### src/rtl/mem_io_pkg.sv
// Shared definitions for the RAM preload/dump controller: FSM state encoding
// and the checksum width used when MEMIO_CHECKSUM_EN is defined.
package mem_io_pkg;

  typedef enum logic [2:0] {
    ST_LOAD     = 3'd0,
    ST_RUN      = 3'd1,
    ST_DUMP_RD  = 3'd2,
    ST_DUMP_OUT = 3'd3,
    ST_DONE     = 3'd4
  } state_t;

  localparam int CSUM_W = 16;

endpackage

### src/rtl/stream_checksum.sv
// Modulo-2^SUM_W running sum of a data stream, with synchronous clear
// (dominant over enable) and per-beat accumulate enable.
module stream_checksum #(
  parameter int DATA_W = 8,
  parameter int SUM_W  = 16
) (
  input  logic              CLK,
  input  logic              clear,
  input  logic              en,
  input  logic [DATA_W-1:0] data,
  output logic [SUM_W-1:0]  sum
);

  // NOTE: state is updated with non-blocking assignments so every flop samples
  // pre-edge values regardless of process ordering.
  always_ff @(posedge CLK) begin
    if (clear) begin
      sum <= '0;
    end else if (en) begin
      sum <= sum + SUM_W'(data);
    end
  end

endmodule

### src/rtl/mem_preload_dump_ctrl.sv
// Streams an image into RAM after reset (holding the CPU in reset), then dumps
// every location on request. Optional MEMIO_CHECKSUM_EN adds load/dump sums.
module mem_preload_dump_ctrl
  import mem_io_pkg::*;
#(
  parameter int DATA_W = 8,
  parameter int ADDR_W = 8,
  parameter int DEPTH  = 256
) (
  input  logic              CLK,
  input  logic              RESET,
  input  logic              load_valid,
  input  logic [DATA_W-1:0] load_data,
  input  logic              load_last,
  output logic              load_ready,
  input  logic              dump_start,
  output logic              dump_valid,
  output logic [DATA_W-1:0] dump_data,
  output logic [ADDR_W-1:0] dump_addr,
  input  logic              dump_ready,
  output logic              dump_done,
  output logic              mem_we,
  output logic [ADDR_W-1:0] mem_addr,
  output logic [DATA_W-1:0] mem_wdata,
  input  logic [DATA_W-1:0] mem_rdata,
  output logic              cpu_hold,
  output logic              busy
`ifdef MEMIO_CHECKSUM_EN
  ,
  output logic [CSUM_W-1:0] load_sum,
  output logic [CSUM_W-1:0] dump_sum
`endif
);

  localparam logic [ADDR_W-1:0] LAST_ADDR = ADDR_W'(DEPTH - 1);

  state_t            state, state_nx;
  logic [ADDR_W-1:0] ptr, ptr_nx;
  logic              at_last;
  logic              load_beat;
  logic              dump_beat;
  logic              start_ok;

  assign at_last   = (ptr == LAST_ADDR);
  assign load_beat = load_valid & load_ready;
  assign dump_beat = dump_valid & dump_ready;
  assign start_ok  = dump_start & ((state == ST_RUN) | (state == ST_DONE));

  always_ff @(posedge CLK) begin
    if (RESET) begin
      state     <= ST_LOAD;
      ptr       <= '0;
      dump_data <= '0;
      dump_addr <= '0;
    end else begin
      state <= state_nx;
      ptr   <= ptr_nx;
      if (state == ST_DUMP_RD) begin
        dump_data <= mem_rdata;
        dump_addr <= ptr;
      end
    end
  end

  // NOTE: every output and next-state variable gets a default before the case,
  // so no path leaves one unassigned and no latch is inferred.
  always_comb begin
    state_nx   = state;
    ptr_nx     = ptr;
    load_ready = 1'b0;
    mem_we     = 1'b0;
    mem_addr   = ptr;
    mem_wdata  = '0;
    dump_valid = 1'b0;
    dump_done  = 1'b0;
    cpu_hold   = 1'b0;
    busy       = 1'b0;

    case (state)
      ST_LOAD: begin
        load_ready = 1'b1;
        cpu_hold   = 1'b1;
        busy       = 1'b1;
        if (load_valid) begin
          mem_we    = 1'b1;
          mem_wdata = load_data;
          if (load_last || at_last) begin
            state_nx = ST_RUN;
            ptr_nx   = '0;
          end else begin
            ptr_nx = ptr + ADDR_W'(1);
          end
        end
      end

      ST_RUN, ST_DONE: begin
        // Present address 0 early so the synchronous RAM has it ready in DUMP_RD.
        mem_addr = '0;
        if (dump_start) begin
          state_nx = ST_DUMP_RD;
          ptr_nx   = '0;
        end
      end

      ST_DUMP_RD: begin
        busy     = 1'b1;
        state_nx = ST_DUMP_OUT;
      end

      ST_DUMP_OUT: begin
        busy       = 1'b1;
        dump_valid = 1'b1;
        if (dump_ready) begin
          if (at_last) begin
            state_nx  = ST_DONE;
            dump_done = 1'b1;
          end else begin
            // Read-ahead: the next address goes out with the handshake.
            ptr_nx   = ptr + ADDR_W'(1);
            mem_addr = ptr_nx;
            state_nx = ST_DUMP_RD;
          end
        end
      end

      default: begin
        state_nx = ST_LOAD;
        ptr_nx   = '0;
      end
    endcase
  end

`ifdef MEMIO_CHECKSUM_EN
  stream_checksum #(
    .DATA_W (DATA_W),
    .SUM_W  (CSUM_W)
  ) u_load_sum (
    .CLK   (CLK),
    .clear (RESET),
    .en    (load_beat),
    .data  (load_data),
    .sum   (load_sum)
  );

  stream_checksum #(
    .DATA_W (DATA_W),
    .SUM_W  (CSUM_W)
  ) u_dump_sum (
    .CLK   (CLK),
    .clear (RESET | start_ok),
    .en    (dump_beat),
    .data  (dump_data),
    .sum   (dump_sum)
  );
`else
  logic unused_ok;
  assign unused_ok = load_beat ^ dump_beat ^ start_ok;
`endif

endmodule

### config.mk
export PLATFORM = sky130hd
export DESIGN_NAME = mem_preload_dump_ctrl
export DESIGN_NICKNAME = d
export VERILOG_FILES = /design/src/rtl/mem_io_pkg.sv /design/src/rtl/stream_checksum.sv /design/src/rtl/mem_preload_dump_ctrl.sv
export SDC_FILE = /design/constraint.sdc
export NUM_CORES = 1
export LEC_CHECK = 0
export ABC_AREA = 1
export BUFFER_PORTS_ARGS = -buffer_cell sky130_fd_sc_hd__buf_2
export CORE_MARGIN = 5
export CORE_UTILIZATION = 52
export DETAILED_ROUTE_END_ITERATION = 16
export GPL_ROUTABILITY_DRIVEN = 0
export PLACE_DENSITY = 0.84
export SLEW_MARGIN = 10
export SYNTH_ARGS = -nofsm -noshare
export SYNTH_HDL_FRONTEND = slang
export SYNTH_SLANG_ARGS = --single-unit
### constraint.sdc
create_clock -name CLK -period 2.6 [get_ports CLK]
set_clock_uncertainty 0.15 [all_clocks]
set_input_delay 0.13 -clock CLK [delete_from_list [all_inputs] [get_ports CLK]]
set_output_delay 0.13 -clock CLK [all_outputs]
set_load 0.01 [all_outputs]
## Word level (Yosys, flattened, before mapping)

Cells that the tools add are included.

| word-level totals | value |
|---|---|
| register bits | 27 |
| input bits | 22 |
| output and inout port bits | 38 |
| logic and storage cells | 44 |

| operators by class | value |
|---|---|
| $add $sub $neg | 1 |
| equality and inequality tests | 9 |
| mux-type cells | 23 |
| bitwise gates (word level) | 1 |
| reductions and logical operators | 6 |

Operator list:

| kind | number |
|---|---|
| two-way mux 8 bit | 7 |
| case mux 8 bit (4 select lines) | 1 |
| case mux 8 bit (2 select lines) | 1 |
| two-way mux 3 bit | 5 |
| case mux 3 bit (4 select lines) | 1 |
| adder 8 x 1 -> 8 bit (second input constant) | 1 |
| == test 8 bit (second input constant) | 1 |
| two-way mux 1 bit | 8 |
| inequality test 2 bit (second input constant) | 4 |
| == test 3 x 2 -> 1 bit (second input constant) | 2 |
| AND reduction 4 bit | 1 |
| == test 3 x 1 -> 1 bit (second input constant) | 1 |
| == test 3 bit (second input constant) | 1 |
| zero test 3 bit | 1 |
| AND reduction 3 bit | 1 |
| OR reduction 3 bit | 1 |
| OR reduction 2 bit | 1 |
| logical OR 1 bit | 1 |
| NOT 1 bit | 1 |

## Logic depth before layout (Yosys ltp)

Gate-level depths: netlist of the first run.

| depth | value |
|---|---|
| depth in word-level cells | 5 |
| gate-level depth with buffers | 11 |
| mapped depth without buffers | 11 |

## Worst setup path after synthesis of the first run

No wires, ideal clock.

| path | value |
|---|---|
| path kind | register to register |
| start point | register ptr[0] |
| end point | register state[2] |
| library setup time | 0.114 ns |
| arrival time | 1.293 ns |
| required time | 2.336 ns |
| slack | 1.044 ns |
| cell stages (with the launch flop) | 11 |
| buffers on the path | 0 |
| clock period less this slack | 1.556 ns |
| path through | dfxtp_1 ha_1 nand2_2 nor2_2 nand2_4 nand2_4 nand2_1 nor2_2 nor2_1 nor2_1 nor2_1 |

| between the ends | value |
|---|---|
| cells in the longest elaborated chain, start to end | 4 |
| elaborated cells on any way between the ends | 7 |
| those cells by class | 2 x eq/ne; 3 x mux; 2 x reduce/logical |

RTL lines:

| item | RTL line | source |
|---|---|---|
| start, declared | mem_preload_dump_ctrl.sv:38 | `logic [ADDR_W-1:0] ptr, ptr_nx;` |
| start signal, assigned | mem_preload_dump_ctrl.sv:57 | `ptr <= ptr_nx;` |
| == test 8 bit * | mem_preload_dump_ctrl.sv:44 | `assign at_last = (ptr == LAST_ADDR);` |
| two-way mux 3 bit or logical OR 1 bit (tied branches) | mem_preload_dump_ctrl.sv:114, mem_preload_dump_ctrl.sv:87 |  |
| two-way mux 3 bit or inequality test 2 bit (tied branches) | n/a |  |
| case mux 3 bit (4 select lines) or AND reduction 4 bit (tied branches) | n/a |  |
| end signal, assigned | mem_preload_dump_ctrl.sv:56 | `state <= state_nx;` |
| end, declared | mem_preload_dump_ctrl.sv:37 | `state_t state, state_nx;` |

Mark *: on every way between the ends. The rest lies on a longest branch, timed or not. The select of a mux whose other input is x is not followed.
A chain may end at the register's enable or synchronous reset.

## Worst setup path after layout of the first run

| path | value |
|---|---|
| start point | register ptr[0] |
| end point | output mem_addr[7] |

| between the ends | value |
|---|---|
| cells in the longest elaborated chain, start to end | 4 |
| elaborated cells on any way between the ends | 5 |
| those cells by class | 1 x add/sub; 1 x eq/ne; 3 x mux |

RTL lines:

| item | RTL line | source |
|---|---|---|
| adder 8 x 1 -> 8 bit or == test 8 bit (tied branches) | mem_preload_dump_ctrl.sv:119, mem_preload_dump_ctrl.sv:44 |  |
| two-way mux 8 bit * | mem_preload_dump_ctrl.sv:114 | `if (at_last) begin` |
| two-way mux 8 bit * | mem_preload_dump_ctrl.sv:113 | `if (dump_ready) begin` |
| case mux 8 bit (2 select lines) * | mem_preload_dump_ctrl.sv:79 | `case (state)` |
| end, declared | mem_preload_dump_ctrl.sv:23 | `output logic [ADDR_W-1:0] mem_addr,` |

Mark *: on every way between the ends. The rest lies on a longest branch, timed or not.

==> flow_summary.toml, run 1 <==
[drt]
vias = 1792
ant_nets = 0
drtIter0Drc = 103
wl_per_cell_um = 12.60
dr.pass1.iters = 4
drc = 0
via_per_inst = 5.224
routed_wl_mm = 4.322

[cells_and_area]
fin_cells = 343
syn2layout_area_growth_pct = 27.27
final_common_cell = "nand2_1"
drive_gt1_frac = 0.2742
layout_common_cells = "nand2_1, buf_2, nor2_1"
antenna_cells = 0
nets = 334

[global_route]
grt_pass1_vias = 1594
grt_max_degree = 19
gr-total-overflow = 0
grtUsageTotal = 0.2086
antenna_found_initial = 0
grt_pass1_wl_mm = 7.031

[logic_synthesis]
synth_seq_cells = 27
synth_warnings = 0
syn_area_um2 = 1569
avgSynthCellArea_um2 = 6.457
synth_nets = 266
synthTopCellsByArea = "dfxtp_1, nand2_1, o21ai_0, nor2_1, a21oi_1"
synth_cell_types = 27
yosysSeqAreaShare = 0.3445
yosysTopAreaCellShare = 0.3445
synthCells = 243
synth_top_area_cell = "dfxtp_1"

[worst_setup_path]
path_buf_inv = 2
r2r_slack_ns = 0.77
crit_required_ns = 2.32
cp_cell_sequence = "ha_1 > nand2_2 > nor2_2 > nand2_4 > nand2_2 > inv_2 > nand2_1 > nand2_1 > o21ai_0 > buf_2"
critPathTopFamily = "simple AND/OR/NAND/NOR gates"
worstPathMaxFanout = 6
arrival_ns = 1.92
cp-end-kind = "output pin"
slowest_delay_ns = 0.46
worst_setup_path_start_kind = "flop"
cp_slowest_cell = "dfxtp_1"
crit_type = "reg2out"

[sta]
tightest_slew_ns = 0.4445
min_period_ns = 2.197
fmax_mhz = 455.1
rsz0062_at_grt = "no"
period_share = 0.8452
hold_violations = 0
maxSlewViolCount = 0
setup_viol = 0
relSlewSlack = 0.7033
setup_tns_ns = 0
hold_slack_ns = 0.01034

[placement]
io_buffers = 59
place_inst = 330
dp_hpwl_mm = 3.109

[power_and_ir_drop]
p_leak_nw = 1.010
p_per_area_nw_per_um2 = 658.0
finalPower_w = 0.001314
ir_drop_mv = 0.4914

[die]
coreArea_um2 = 2978
ios = 60
start_util = 0.5269
die_w_um = 64.93
dieArea_um2 = 4216
die_height_um = 64.93
row_count = 20

[cts]
htreeDepth = 1
cts_made_buffers = 3
root_buffer = "clkbuf_4"
cts_setup_buffers = 0
cts_num_sinks = 27
clkTransAtPathRegs_ns = 0.15
clk_path_buf_depth = 2
cts_tree = "yes"
hold_buffers = 9
ctsResizeCount = 0
clock_latency_ns = 0.33

[run]
maxCapViolations = 0

[outcome]
status = "completed"

[hold_path]
hp-class = "in2reg"
[sequential cells by signal (all words and copies together) (netlist names)]
| signal | count |
|---|---|
| state | 3 |
| ptr | 8 |
| dump_data | 8 |
| dump_addr | 8 |
[metal layers]
| metal | global-route usage | share of wire |
|---|---|---|
| met2 | 0.3321 | 0.45 |
| met3 | 0.03640 | 0.089 |
| met4 | 0.09763 | 0.030 |
| met5 | 0 | 0 |
| met1 | 0.2721 | 0.43 |
[metrics by stage]
| stage | area [um^2] | utilization | setup WS, ns |
|---|---|---|---|
| floorplan | 1569 | - | 1.044 |
| global placement | 1877 | 0.6303 | 0.8501 |
| detailed placement | 1877 | 0.6303 | 0.8191 |
| CTS | 1997 | 0.6706 | 0.4226 |
| global route | 1997 | 0.6706 | 0.2284 |
| finish | 1997 | 0.6706 | 0.4025 |
[logic make-up after synthesis]
kind of cell | count (synthesis) | synth area share
simple gates | 129 | 0.3756
compound gates | 56 | 0.1826
buf+inv | 29 | 0.08373
flops | 27 | 0.3445
xor+xnor | 1 | 0.005583
fa+ha+maj | 1 | 0.007973
[tightest hold or removal path: stages]
cell,delay (ns)
buf_2,0.09
inv_1,0.04
nand2_1,0.07
nand4_1,0.09
a21oi_1,0.04
[synthesized netlist by cell type (all sizes together)]
cell,number
clkbuf,2
nand3b,1
a21oi,25
nor3,1
a211oi,1
o21ai,30
nand2,73
buf,5
nor2,42
inv,22
nand3,11
ha,1
nand4,1
dfxtp,27
xor2,1
[layout make-up]
class / instances / area, um^2
timing repair buffer: 70 / 400.4
multi-input combinational: 187 / 897.1
sequential: 27 / 540.5
tap: 33 / 41.29
clock inverter: 1 / 7.507
inverter: 22 / 87.58
fill: 259 / 980.9
clock buffer: 3 / 22.52
[worst paths after layout]
check                       from  cells past startpoint               endpoint
min                   dump_start                      5  state[1]$_SDFFE_PP0P_
max          ptr[0]$_SDFFE_PP0P_                     10            mem_addr[7]
min reg2reg  ptr[3]$_SDFFE_PP0P_                      2    ptr[3]$_SDFFE_PP0P_
max reg2reg  ptr[0]$_SDFFE_PP0P_                     11    ptr[4]$_SDFFE_PP0P_
[power breakdown]
group / internal [W] / total, W / switching (W) / leakage, nW
combinational: 0.000209 / 0.000596 / 0.000387 / 0.777
clock: 0.0000589 / 0.000187 / 0.000128 / 0.0139
sequential: 0.000486 / 0.000530 / 0.0000444 / 0.220
total: 0.000754 / 0.00131 / 0.000560 / 1.01
Note: power is estimated with default switching activity, not from simulation.
==> run 2, diff against run 1 <==
Settings changed: ABC_AREA 1 to 0, CORE_UTILIZATION 52 to 45, PLACE_DENSITY 0.84 to 0.76.
Clock period 2.6 ns to 1.75 ns, I/O delays scaled along.
==> flow_summary.toml, run 2 <==
[worst_setup_path]
reg2reg_from = "state[2]$_SDFFE_PP0P_"
crit_path_start = "ptr[0]$_SDFFE_PP0P_"
reg2regPathDepth = 6
crit_required_ns = 1.51
worst_setup_path_start_kind = "flop"
cp_cell_sequence = "ha_4 > and3_4 > a21boi_1 > a21oi_1 > o31a_1 > buf_2"
arrival_ns = 1.75
endpoint = "mem_addr[3]"
rr_endpoint = "ptr[4]$_SDFFE_PP0P_"
crit_type = "reg2out"
cp-end-kind = "output pin"
r2r_slack_ns = -0.09
cp_slowest_cell = "dfxtp_4"
worstPathMaxFanout = 6
slowest_delay_ns = 0.37

[outcome]
violations = "negative setup slack"
status = "finished with violations"

[sta]
hold_violations = 0
maxSlewViolCount = 0
fmax_mhz = 503.6
timing.final.ws_setup_ns = -0.2356
relSlewSlack = 0.6930
period_share = 1.135
setup_tns_ns = -1.537
setup_viol = 13
tightest_slew_ns = 0.4547
min_period_ns = 1.986
rsz0062_at_grt = "yes"

[cts]
clkTransAtPathRegs_ns = 0.10
root_buffer = "clkbuf_8"
cts_made_buffers = 3
cts_num_sinks = 27
clk_path_buf_depth = 2
cts_tree = "yes"
htreeDepth = 1
clock_latency_ns = 0.28

[logic_synthesis]
synth_common_cells = "nand2_1, a21oi_1, dfxtp_1"
yosysTopAreaCellShare = 0.3047
yosysSeqAreaShare = 0.3047
synth_top_area_cell = "dfxtp_1"
synth_nets = 262
synth-edff-count = 0
synthCells = 239
syn_area_um2 = 1774
synth_warnings = 0
synth_cell_types = 54
async_flop_share = 0
synth_most_common_cell = "nand2_1"
synth_seq_cells = 27
synthTopCellsByArea = "dfxtp_1, nand2_1, a21oi_1, and3_1, buf_2"
ys_dominant_reg_cell = "dfxtp_1"
avgSynthCellArea_um2 = 7.423

[drt]
drc = 0
wl_per_cell_um = 18.68
ant_nets = 0
via_per_inst = 6.294
dr.pass1.iters = 5
drtIter0Drc = 308
vias = 2480
routed_wl_mm = 7.361

[global_route]
grtUsageTotal = 0.2649
antenna_found_initial = 0
grt.busiest_layer = "met2"
grt_max_degree = 17
gr-total-overflow = 0
grt_pass1_wl_mm = 11.28
met1_usage = 0.3425
grt_pass1_vias = 2328
grtUsageMet2 = 0.4138
grtUsageMet3 = 0.06612

[cells_and_area]
antenna_cells = 0
final_core_util = 0.7757
fin_cells = 394
top_regs = "dump_addr (8), dump_data (8), ptr (8)"
nets = 370
drive_gt1_frac = 0.4971
nFillCells = 239
syn2layout_area_growth_pct = 63.68
final_common_cell = "buf_2"
layout_common_cells = "buf_2, buf_4, nand2_1"

[power_and_ir_drop]
p_per_area_nw_per_um2 = 558.3
p_leak_nw = 1.316
combPwrFrac = 0.358
p_clk_frac = 0.233
ir_drop_mv = 0.3450
finalPower_w = 0.001621
switching_power_w = 0.0005365
p_sw_frac = 0.3309
power.internal_w = 0.001085
seqPwrFrac = 0.409

[die]
row_count = 22
dieArea_um2 = 5298
coreArea_um2 = 3744
ios = 60
start_util = 0.4739
die_w_um = 72.79
die_height_um = 72.79

[hold_path]
hp-class = "in2reg"

[run]
maxCapViolations = 0

[placement]
io_buffers = 59
dp_hpwl_mm = 4.242
place_inst = 362
==> run 2: cell count changes in the layout (fill, tap and decap cells not counted), moves of 9 or more <==
cell     before  now
and3_1        0    9
o21ai_0      29    2
inv_1        19    6
buf_4         2   44
nand2_1      67   41
dfxtp_1      27   16
nor2_1       36    9
dfxtp_4       0   10
buf_6         0   13
==> run 2: power groups by stage <==
stage	logic (W)	clock network (W)	registers, W
finish	0.000580	0.000378	0.000663
global route	0.000624	0.000392	0.000666
CTS	0.000497	0.000380	0.000658
detailed placement	0.000407	0	0.000672
global placement	0.000403	0	0.000669
floorplan	0.000239	0	0.000670
==> run 2: cell families after synthesis <==
kind of cell,after synthesis,share of synthesized area
simple gates,106,0.3117
compound gates,72,0.2779
buf+inv,30,0.08181
fa+ha+maj,1,0.007051
mux,2,0.01199
xor+xnor,1,0.004937
flops,27,0.3047
==> run 2: how the worst min path moves through the flow <==
| stage | from | to | slack (ns) | cells past startpoint |
|---|---|---|---|---|
| 3_3_place_gp | mem_rdata[1] | dump_data[1]$_SDFFE_PP0P_ | 0.18 | 3 |
| 2_1_floorplan | mem_rdata[0] | dump_data[0]$_SDFFE_PP0P_ | 0.07 | 2 |
| 3_5_place_dp | mem_rdata[0] | dump_data[0]$_SDFFE_PP0P_ | 0.19 | 3 |
| 5_1_grt | RESET | dump_data[4]$_SDFFE_PP0P_ | 0.04 | 2 |
| 4_1_cts | dump_start | state[1]$_SDFFE_PP0P_ | 0.003 | 3 |
| 6_report | RESET | state[0]$_SDFFE_PP0P_ | 0.03 | 2 |
==> run 2: critical path: cells and delay by family (launching register included) <==
family / cells / cell delay (ns)
AO/OA/AOI/OAI: 3 / 0.59
flip-flops: 1 / 0.37
AND/OR/NAND/NOR: 1 / 0.19
adder cells (fa/ha/maj): 1 / 0.18
buffers and inverters: 1 / 0.14
==> run 2: cell type report <==
class | instances | area, um^2 | share of cell area
inverter | 8 | 37.54 | 0.01293
sequential | 27 | 579.3 | 0.1995
clock inverter | 1 | 7.507 | 0.002585
timing repair buffer | 125 | 882.1 | 0.3037
tap | 48 | 60.06 | 0.02068
clock buffer | 3 | 41.29 | 0.01422
multi-input combinational | 182 | 1296 | 0.4464
==> run 2: metal layers <==
layer | share of wire | up-vias | routed length (um)
li1 | - | 1095 | -
met1 | 0.40 | 1153 | 2915
met2 | 0.45 | 191 | 3327
met3 | 0.12 | 41 | 848
met4 | 0.037 | 0 | 269
met5 | 0 | - | 0
==> run 2: what timing repair did <==
item	in CTS	in global routing
gates resized for setup	67	25
endpoints found under the hold margin	8	0
pin swaps	19	15
endpoints found under the setup margin	12	33
hold buffers	8	0
gates cloned	0	1
setup buffers	16	7
==> run 2: metrics by stage <==
stage / cell area, um^2 / hold WS (ns) / setup WS [ns]
CTS: 2779 / 0.003243 / -0.2032
finish: 2904 / 0.02606 / -0.2356
global route: 2904 / 0.03645 / -0.2804
floorplan: 1774 / 0.07348 / 0.06632
global placement: 2300 / 0.1778 / 0.003384
detailed placement: 2300 / 0.1862 / -0.05794
